<file path="src/rtl/proc_controller_if.sv">
// rtl/proc_controller_if.sv - instruction ROM and datapath control bundle for proc_controller
interface proc_controller_if #(
    parameter int PC_W = 8,
    parameter int IR_W = 16
);
    logic [IR_W-1:0] I_data;
    logic [PC_W-1:0] I_addr;
    logic [7:0]      D_Addr;
    logic            D_rd;
    logic            D_wr;
    logic            RF_s;
    logic [3:0]      RF_W_addr;
    logic            RF_W_en;
    logic [3:0]      RF_Ra_addr;
    logic [3:0]      RF_Rb_addr;
    logic [2:0]      ALU_s0;

    modport master (
        input  I_data,
        output I_addr, D_Addr, D_rd, D_wr, RF_s, RF_W_addr, RF_W_en,
               RF_Ra_addr, RF_Rb_addr, ALU_s0
    );

    modport slave (
        output I_data,
        input  I_addr, D_Addr, D_rd, D_wr, RF_s, RF_W_addr, RF_W_en,
               RF_Ra_addr, RF_Rb_addr, ALU_s0
    );
endinterface

</file>
<file path="src/rtl/proc_controller.sv">
// rtl/proc_controller.sv - fetch/decode/execute Moore control unit owning PC and IR
module proc_controller #(
    parameter int PC_W = 8,
    parameter int IR_W = 16
) (
    input  logic             Clk,
    input  logic             Reset,
    proc_controller_if.master bus,
    output logic [PC_W-1:0]  PC_Out,
    output logic [IR_W-1:0]  IR_Out,
    output logic [3:0]       StateO
);
    typedef enum logic [3:0] {
        S_INIT   = 4'd0,
        S_FETCH  = 4'd1,
        S_DECODE = 4'd2,
        S_NOOP   = 4'd3,
        S_LOADA  = 4'd4,
        S_LOADB  = 4'd5,
        S_STORE  = 4'd6,
        S_ADD    = 4'd7,
        S_SUB    = 4'd8,
        S_HALT   = 4'd9
    } state_t;

    typedef struct packed {
        logic [7:0] d_addr;
        logic       d_rd;
        logic       d_wr;
        logic       rf_s;
        logic [3:0] w_addr;
        logic       w_en;
        logic [3:0] ra_addr;
        logic [3:0] rb_addr;
        logic [2:0] alu_s;
    } ctrl_t;

    state_t          state_q, state_d;
    logic [PC_W-1:0] pc_q, pc_d;
    logic [IR_W-1:0] ir_q, ir_d;
    ctrl_t           ctrl_q, ctrl_d;
    ctrl_t           ctrl_o;
    logic [3:0]      opcode;

    assign opcode = ir_q[IR_W-1 -: 4];

    always_comb begin
        state_d = state_q;
        pc_d    = pc_q;
        ir_d    = ir_q;
        case (state_q)
            S_INIT:   state_d = S_FETCH;
            S_FETCH: begin
                ir_d    = bus.I_data;
                pc_d    = pc_q + PC_W'(1);
                state_d = S_DECODE;
            end
            S_DECODE: begin
                case (opcode)
                    4'b0010: state_d = S_LOADA;
                    4'b0001: state_d = S_STORE;
                    4'b0011: state_d = S_ADD;
                    4'b0100: state_d = S_SUB;
                    4'b0101: state_d = S_HALT;
                    default: state_d = S_NOOP;
                endcase
            end
            S_LOADA:  state_d = S_LOADB;
            S_HALT:   state_d = S_HALT;
            S_LOADB, S_STORE, S_ADD, S_SUB, S_NOOP: state_d = S_FETCH;
            default:  state_d = S_INIT;
        endcase
    end

    // Controls are decoded from the next state so the registered copy lines up with state_q.
    always_comb begin
        ctrl_d = '0;
        case (state_d)
            S_LOADA: begin
                ctrl_d.d_addr = ir_d[11:4];
                ctrl_d.d_rd   = 1'b1;
            end
            S_LOADB: begin
                ctrl_d.d_addr = ir_d[11:4];
                ctrl_d.d_rd   = 1'b1;
                ctrl_d.rf_s   = 1'b1;
                ctrl_d.w_addr = ir_d[3:0];
                ctrl_d.w_en   = 1'b1;
            end
            S_STORE: begin
                ctrl_d.d_addr  = ir_d[11:4];
                ctrl_d.d_wr    = 1'b1;
                ctrl_d.ra_addr = ir_d[3:0];
            end
            S_ADD, S_SUB: begin
                ctrl_d.ra_addr = ir_d[11:8];
                ctrl_d.rb_addr = ir_d[7:4];
                ctrl_d.w_addr  = ir_d[3:0];
                ctrl_d.w_en    = 1'b1;
                ctrl_d.alu_s   = (state_d == S_ADD) ? 3'd1 : 3'd2;
            end
            default: ctrl_d = '0;
        endcase
    end

    always_ff @(posedge Clk) begin
        if (Reset) begin
            state_q <= S_INIT;
            pc_q    <= '0;
            ir_q    <= '0;
            ctrl_q  <= '0;
        end else begin
            state_q <= state_d;
            pc_q    <= pc_d;
            ir_q    <= ir_d;
            ctrl_q  <= ctrl_d;
        end
    end

    // Reset kills any in-flight write in the same cycle it is raised.
    assign ctrl_o = Reset ? '0 : ctrl_q;

    assign bus.I_addr     = pc_q;
    assign bus.D_Addr     = ctrl_o.d_addr;
    assign bus.D_rd       = ctrl_o.d_rd;
    assign bus.D_wr       = ctrl_o.d_wr;
    assign bus.RF_s       = ctrl_o.rf_s;
    assign bus.RF_W_addr  = ctrl_o.w_addr;
    assign bus.RF_W_en    = ctrl_o.w_en;
    assign bus.RF_Ra_addr = ctrl_o.ra_addr;
    assign bus.RF_Rb_addr = ctrl_o.rb_addr;
    assign bus.ALU_s0     = ctrl_o.alu_s;

    assign PC_Out = pc_q;
    assign IR_Out = ir_q;
    assign StateO = state_q;
endmodule

</file>
<file path="src/flat_wrapper.sv">
// flat-port wrapper written by rule: the top's interface ports become plain ports
module proc_controller_flat 
#(
    parameter int PC_W = 8,
    parameter int IR_W = 16
)
  (Clk, Reset, PC_Out, IR_Out, StateO, bus_I_data, bus_I_addr, bus_D_Addr, bus_D_rd, bus_D_wr, bus_RF_s, bus_RF_W_addr, bus_RF_W_en, bus_RF_Ra_addr, bus_RF_Rb_addr, bus_ALU_s0);
  proc_controller_if #(.PC_W(PC_W), .IR_W(IR_W)) bus_i ();
  input  logic Clk;
  input  logic Reset;
  output logic [PC_W-1:0] PC_Out;
  output logic [IR_W-1:0] IR_Out;
  output logic [3:0] StateO;
  input wire logic [$bits(bus_i.I_data)-1:0] bus_I_data;
  output wire logic [$bits(bus_i.I_addr)-1:0] bus_I_addr;
  output wire logic [$bits(bus_i.D_Addr)-1:0] bus_D_Addr;
  output wire logic [$bits(bus_i.D_rd)-1:0] bus_D_rd;
  output wire logic [$bits(bus_i.D_wr)-1:0] bus_D_wr;
  output wire logic [$bits(bus_i.RF_s)-1:0] bus_RF_s;
  output wire logic [$bits(bus_i.RF_W_addr)-1:0] bus_RF_W_addr;
  output wire logic [$bits(bus_i.RF_W_en)-1:0] bus_RF_W_en;
  output wire logic [$bits(bus_i.RF_Ra_addr)-1:0] bus_RF_Ra_addr;
  output wire logic [$bits(bus_i.RF_Rb_addr)-1:0] bus_RF_Rb_addr;
  output wire logic [$bits(bus_i.ALU_s0)-1:0] bus_ALU_s0;
  assign bus_i.I_data = bus_I_data;
  assign bus_I_addr = bus_i.I_addr;
  assign bus_D_Addr = bus_i.D_Addr;
  assign bus_D_rd = bus_i.D_rd;
  assign bus_D_wr = bus_i.D_wr;
  assign bus_RF_s = bus_i.RF_s;
  assign bus_RF_W_addr = bus_i.RF_W_addr;
  assign bus_RF_W_en = bus_i.RF_W_en;
  assign bus_RF_Ra_addr = bus_i.RF_Ra_addr;
  assign bus_RF_Rb_addr = bus_i.RF_Rb_addr;
  assign bus_ALU_s0 = bus_i.ALU_s0;
  proc_controller #(.PC_W(PC_W), .IR_W(IR_W)) u_core (.Clk(Clk), .Reset(Reset), .bus(bus_i), .PC_Out(PC_Out), .IR_Out(IR_Out), .StateO(StateO));
endmodule
</file>
<file path="config.mk">
export PLATFORM = sky130hd
export DESIGN_NAME = proc_controller_flat
export DESIGN_NICKNAME = d
export VERILOG_FILES = /design/src/rtl/proc_controller_if.sv /design/src/rtl/proc_controller.sv /design/src/flat_wrapper.sv
export SDC_FILE = /design/constraint.sdc
export NUM_CORES = 1
export LEC_CHECK = 0
export ABC_AREA = 1
export BUFFER_PORTS_ARGS = -buffer_cell sky130_fd_sc_hd__buf_2
export CORE_MARGIN = 2
export CORE_UTILIZATION = 44
export CTS_CLUSTER_DIAMETER = 200
export DETAILED_ROUTE_END_ITERATION = 8
export PLACE_DENSITY = 0.84
export SYNTH_ARGS = -nofsm -noshare
export SYNTH_HDL_FRONTEND = slang
export SYNTH_SLANG_ARGS = --single-unit
</file>
<file path="constraint.sdc">
create_clock -name Clk -period 1.6 [get_ports Clk]
set_input_delay 0.4 -clock Clk [delete_from_list [all_inputs] [get_ports Clk]]
set_output_delay 0.4 -clock Clk [all_outputs]
set_load 0.03 [all_outputs]
</file>
==> results.md <==
* Count leader, synth: nor2_1
* Multi-input gate area at 1010 sq um
* CTS max path bufs at 2
* Final nets at 386
* Cell Area, Synth at 2190 sq um
* Number of diodes at 0
* # IOs at 81
* Reg2reg start: u_core.StateO[3]
* Pwr/cell area at 1040 nW/um^2
* CTS Hold Bufs at 0
* Die W at 74.5 microns
* Sequential Power Share at 47.7%
* Dpl hpwl at 3.58 mm
* Worst hold start: bus_I_data[15]
* CP Data Required Time at 1840 ps
* Clock network fraction of design power at 24.6%
* Cts bufs inserted at 5
* Mapped Nets at 303
* H-tree depth at 2
* Area of the core at 4750 sq um
* Cell taking the most area after synthesis: dfxtp_1
* Initial antenna violation count at 0
* Gr usage total at 16.9%
* Switching share of power at 34.3%
* Crit path DAT at 1800 ps
* Post-synth ARST share at 0%
* Number of max-cap violations at 0
* Layout cell share with drive strength beyond 1 at 43.2%
* Peak fanout along the critical path at 5
* Final number of setup-violating endpoints at 0
* HP Class: in2reg
* DRT Wirelength at 5.02 mm
* Pins over their slew limit at 0
* P_int at 2.05 mW
* Synth unique cells at 26
* DRC viols at 0
* Synth cell count leaders: 68 x nor2_1, 54 x dfxtp_1, 46 x inv_1
* EDFF count, synth at 0
* Average wire per standard cell at 11.5 microns
* IO buf count at 79
* Clock sink total at 54
* Overall power at 3.12 mW
* Crit end category: register
* Hold path depth at 3
* Reg2Reg Setup Slack at 40 ps
* Synth area leaders: dfxtp_1 49%, nor2_1 12%, inv_1 7.9%
* Placed Area at 2770 sq um
* CTS tree: built
* Sw power at 1.07 mW
* Die Y at 74.5 microns
* Crit share post-route at 97.5%
* Vias post-DR at 1984
* R2R depth at 10
* Fmax at 641 MHz
* Final hold vios at 0
* Overflow after GRT at 0
* Startpoint Class: register
* Antenna-violating nets left at 0
* Combinational Power Share at 27.7%
* Avg Inst Size Synth at 7.70 sq um
* Initial DRC count at 100
* Largest net degree at the start of global routing at 26
* Status: completed
* Number of global-route vias before repair at 1651
* Initial Util at 46.0%
* Critical path class: reg2reg
* Cell Rows at 25
* Die area at 5550 sq um
* Hold path endpoint: u_core.IR_Out[15]
* Seq/Total Area, Yosys at 49.4%
* Syn. warnings at 0
* Final Critical Period at 1560 ps
* Post-synth top area share at 49.4%
* CTS root buf: clkbuf_8
* Worst skew pair latency at 310 ps
* Max VDD drop at 0.000579 V
* Synth-to-layout area growth at 37.2%
* Setup Skew at 8.41 ps
* Mapped Cells at 284
* Post-synth top flop: dfxtp_1
* Drt via density at 4.56
* Clock Pin Slew Worst Setup and Hold Paths at 100 ps
* Reg-to-reg endpoint: u_core.PC_Out[6]
* FF+latch area at 1090 sq um
* Drt first pass iters at 4
* Post-route setup TNS at 0 ps
* Finished Cell Area at 3000 sq um
* Synth Register Bits at 54
* Gpl congestion at 0.830
* Filler Cells Inserted at 409
* Util after Layout at 63.1%
* Leak pwr at 1.42 nW
* First-pass GRT wire length at 7.28 mm
==> sequential cells by signal, indices dropped and copies added (netlist names) <==
| register | cells |
|---|---|
| u_core.IR_Out | 16 |
| u_core.PC_Out | 8 |
| u_core.StateO | 4 |
| u_core.ctrl_q | 26 |
==> worst max-delay path, stage by stage (launching register included) <==
cell	delay (ps)
dfxtp_4	370
inv_2	70
nand2_2	70
nor2_4	160
buf_12	130
nand3_1	80
nor2_1	150
nand2_1	100
nor2_2	150
o21ai_1	80
a21oi_1	140
==> worst max path at each step <==
stage                       from                 to  slack (ps)  cells past startpoint
3_5_place_dp    u_core.StateO[1]   u_core.PC_Out[6]          90                     10
4_1_cts         u_core.StateO[1]  u_core.ctrl_q[22]          80                     10
2_1_floorplan              Reset      bus_ALU_s0[0]         -40                      4
5_1_grt         u_core.StateO[2]   u_core.PC_Out[6]        -100                     10
6_report        u_core.StateO[3]   u_core.PC_Out[6]          40                     10
3_3_place_gp   u_core.IR_Out[14]   u_core.ctrl_q[7]         140                     10
==> per-layer routing <==
metal	track usage [%]	vias to the layer above	wire length, microns
li1	-	1018	-
met1	21.2	898	2160
met2	28.7	64	2520
met3	4.47	4	316
met4	4.96	0	29
met5	0	-	0
==> final cells by class <==
class / count / share of cell area [%]
clock buffer: 5 / 2.29
clock inverter: 3 / 0.792
inverter: 47 / 5.88
multi-input combinational: 167 / 33.5
sequential: 54 / 36.5
tap: 67 / 2.79
timing repair buffer: 92 / 18.3
==> placed cells by master, fill, tap and decap left out, types with 2 or more instances in the layout <==
cell         n
dfxtp_4      2
dfxtp_2      5
nor2_2      17
buf_2       79
inv_2        5
dfxtp_1     47
nand2_2      9
buf_4        9
nor2_1      39
a21oi_1      9
clkinvlp_4   2
o21ai_0     14
inv_1       42
and2_1       5
nand4_1      2
nand3_1      8
nand2_1     25
clkbuf_8     5
nand2_4      2
nand3_2      2
nor2_4      15
buf_12       3
mux2i_1     12
==> kinds of logic (layout without fill, tap and decap cells) <==
kind of cell | count (synthesis) | after routing | synth area share [%]
simple gates | 127 | 128 | 25.5
compound gates | 25 | 25 | 5.89
buf+inv | 64 | 147 | 13.0
other cells | 1 | 1 | 0.171
fa+ha+maj | 1 | 1 | 0.572
mux | 12 | 12 | 5.49
flops | 54 | 54 | 49.4
==> per-stage QoR <==
| step | hold slack [ps] | setup slack [ps] | instances |
|---|---|---|---|
| floorplan | 579 | -44.2 | 284 |
| CTS | 357 | 83.2 | 427 |
| finish | 360 | 39.8 | 435 |
| global route | 368 | -96.2 | 435 |
| detailed placement | 491 | 93.5 | 419 |
| global placement | 477 | 137 | 419 |
==> power by group through the flow <==
| stage | clock network [mW] | registers, mW | logic, mW |
|---|---|---|---|
| 6_report | 0.765 | 1.49 | 0.862 |
| 5_1_grt | 0.832 | 1.50 | 0.931 |
| 4_1_cts | 0.785 | 1.48 | 0.753 |
| 3_5_place_dp | 0 | 1.51 | 0.751 |
| 3_3_place_gp | 0 | 1.51 | 0.739 |
| 2_1_floorplan | 0 | 1.65 | 0.409 |
==> timing repair <==
item | in CTS | in global routing
endpoints found under the setup margin | 0 | 21
setup buffers | 0 | 6
gates resized for setup | 0 | 27
Power figures use the tool's default switching activity.
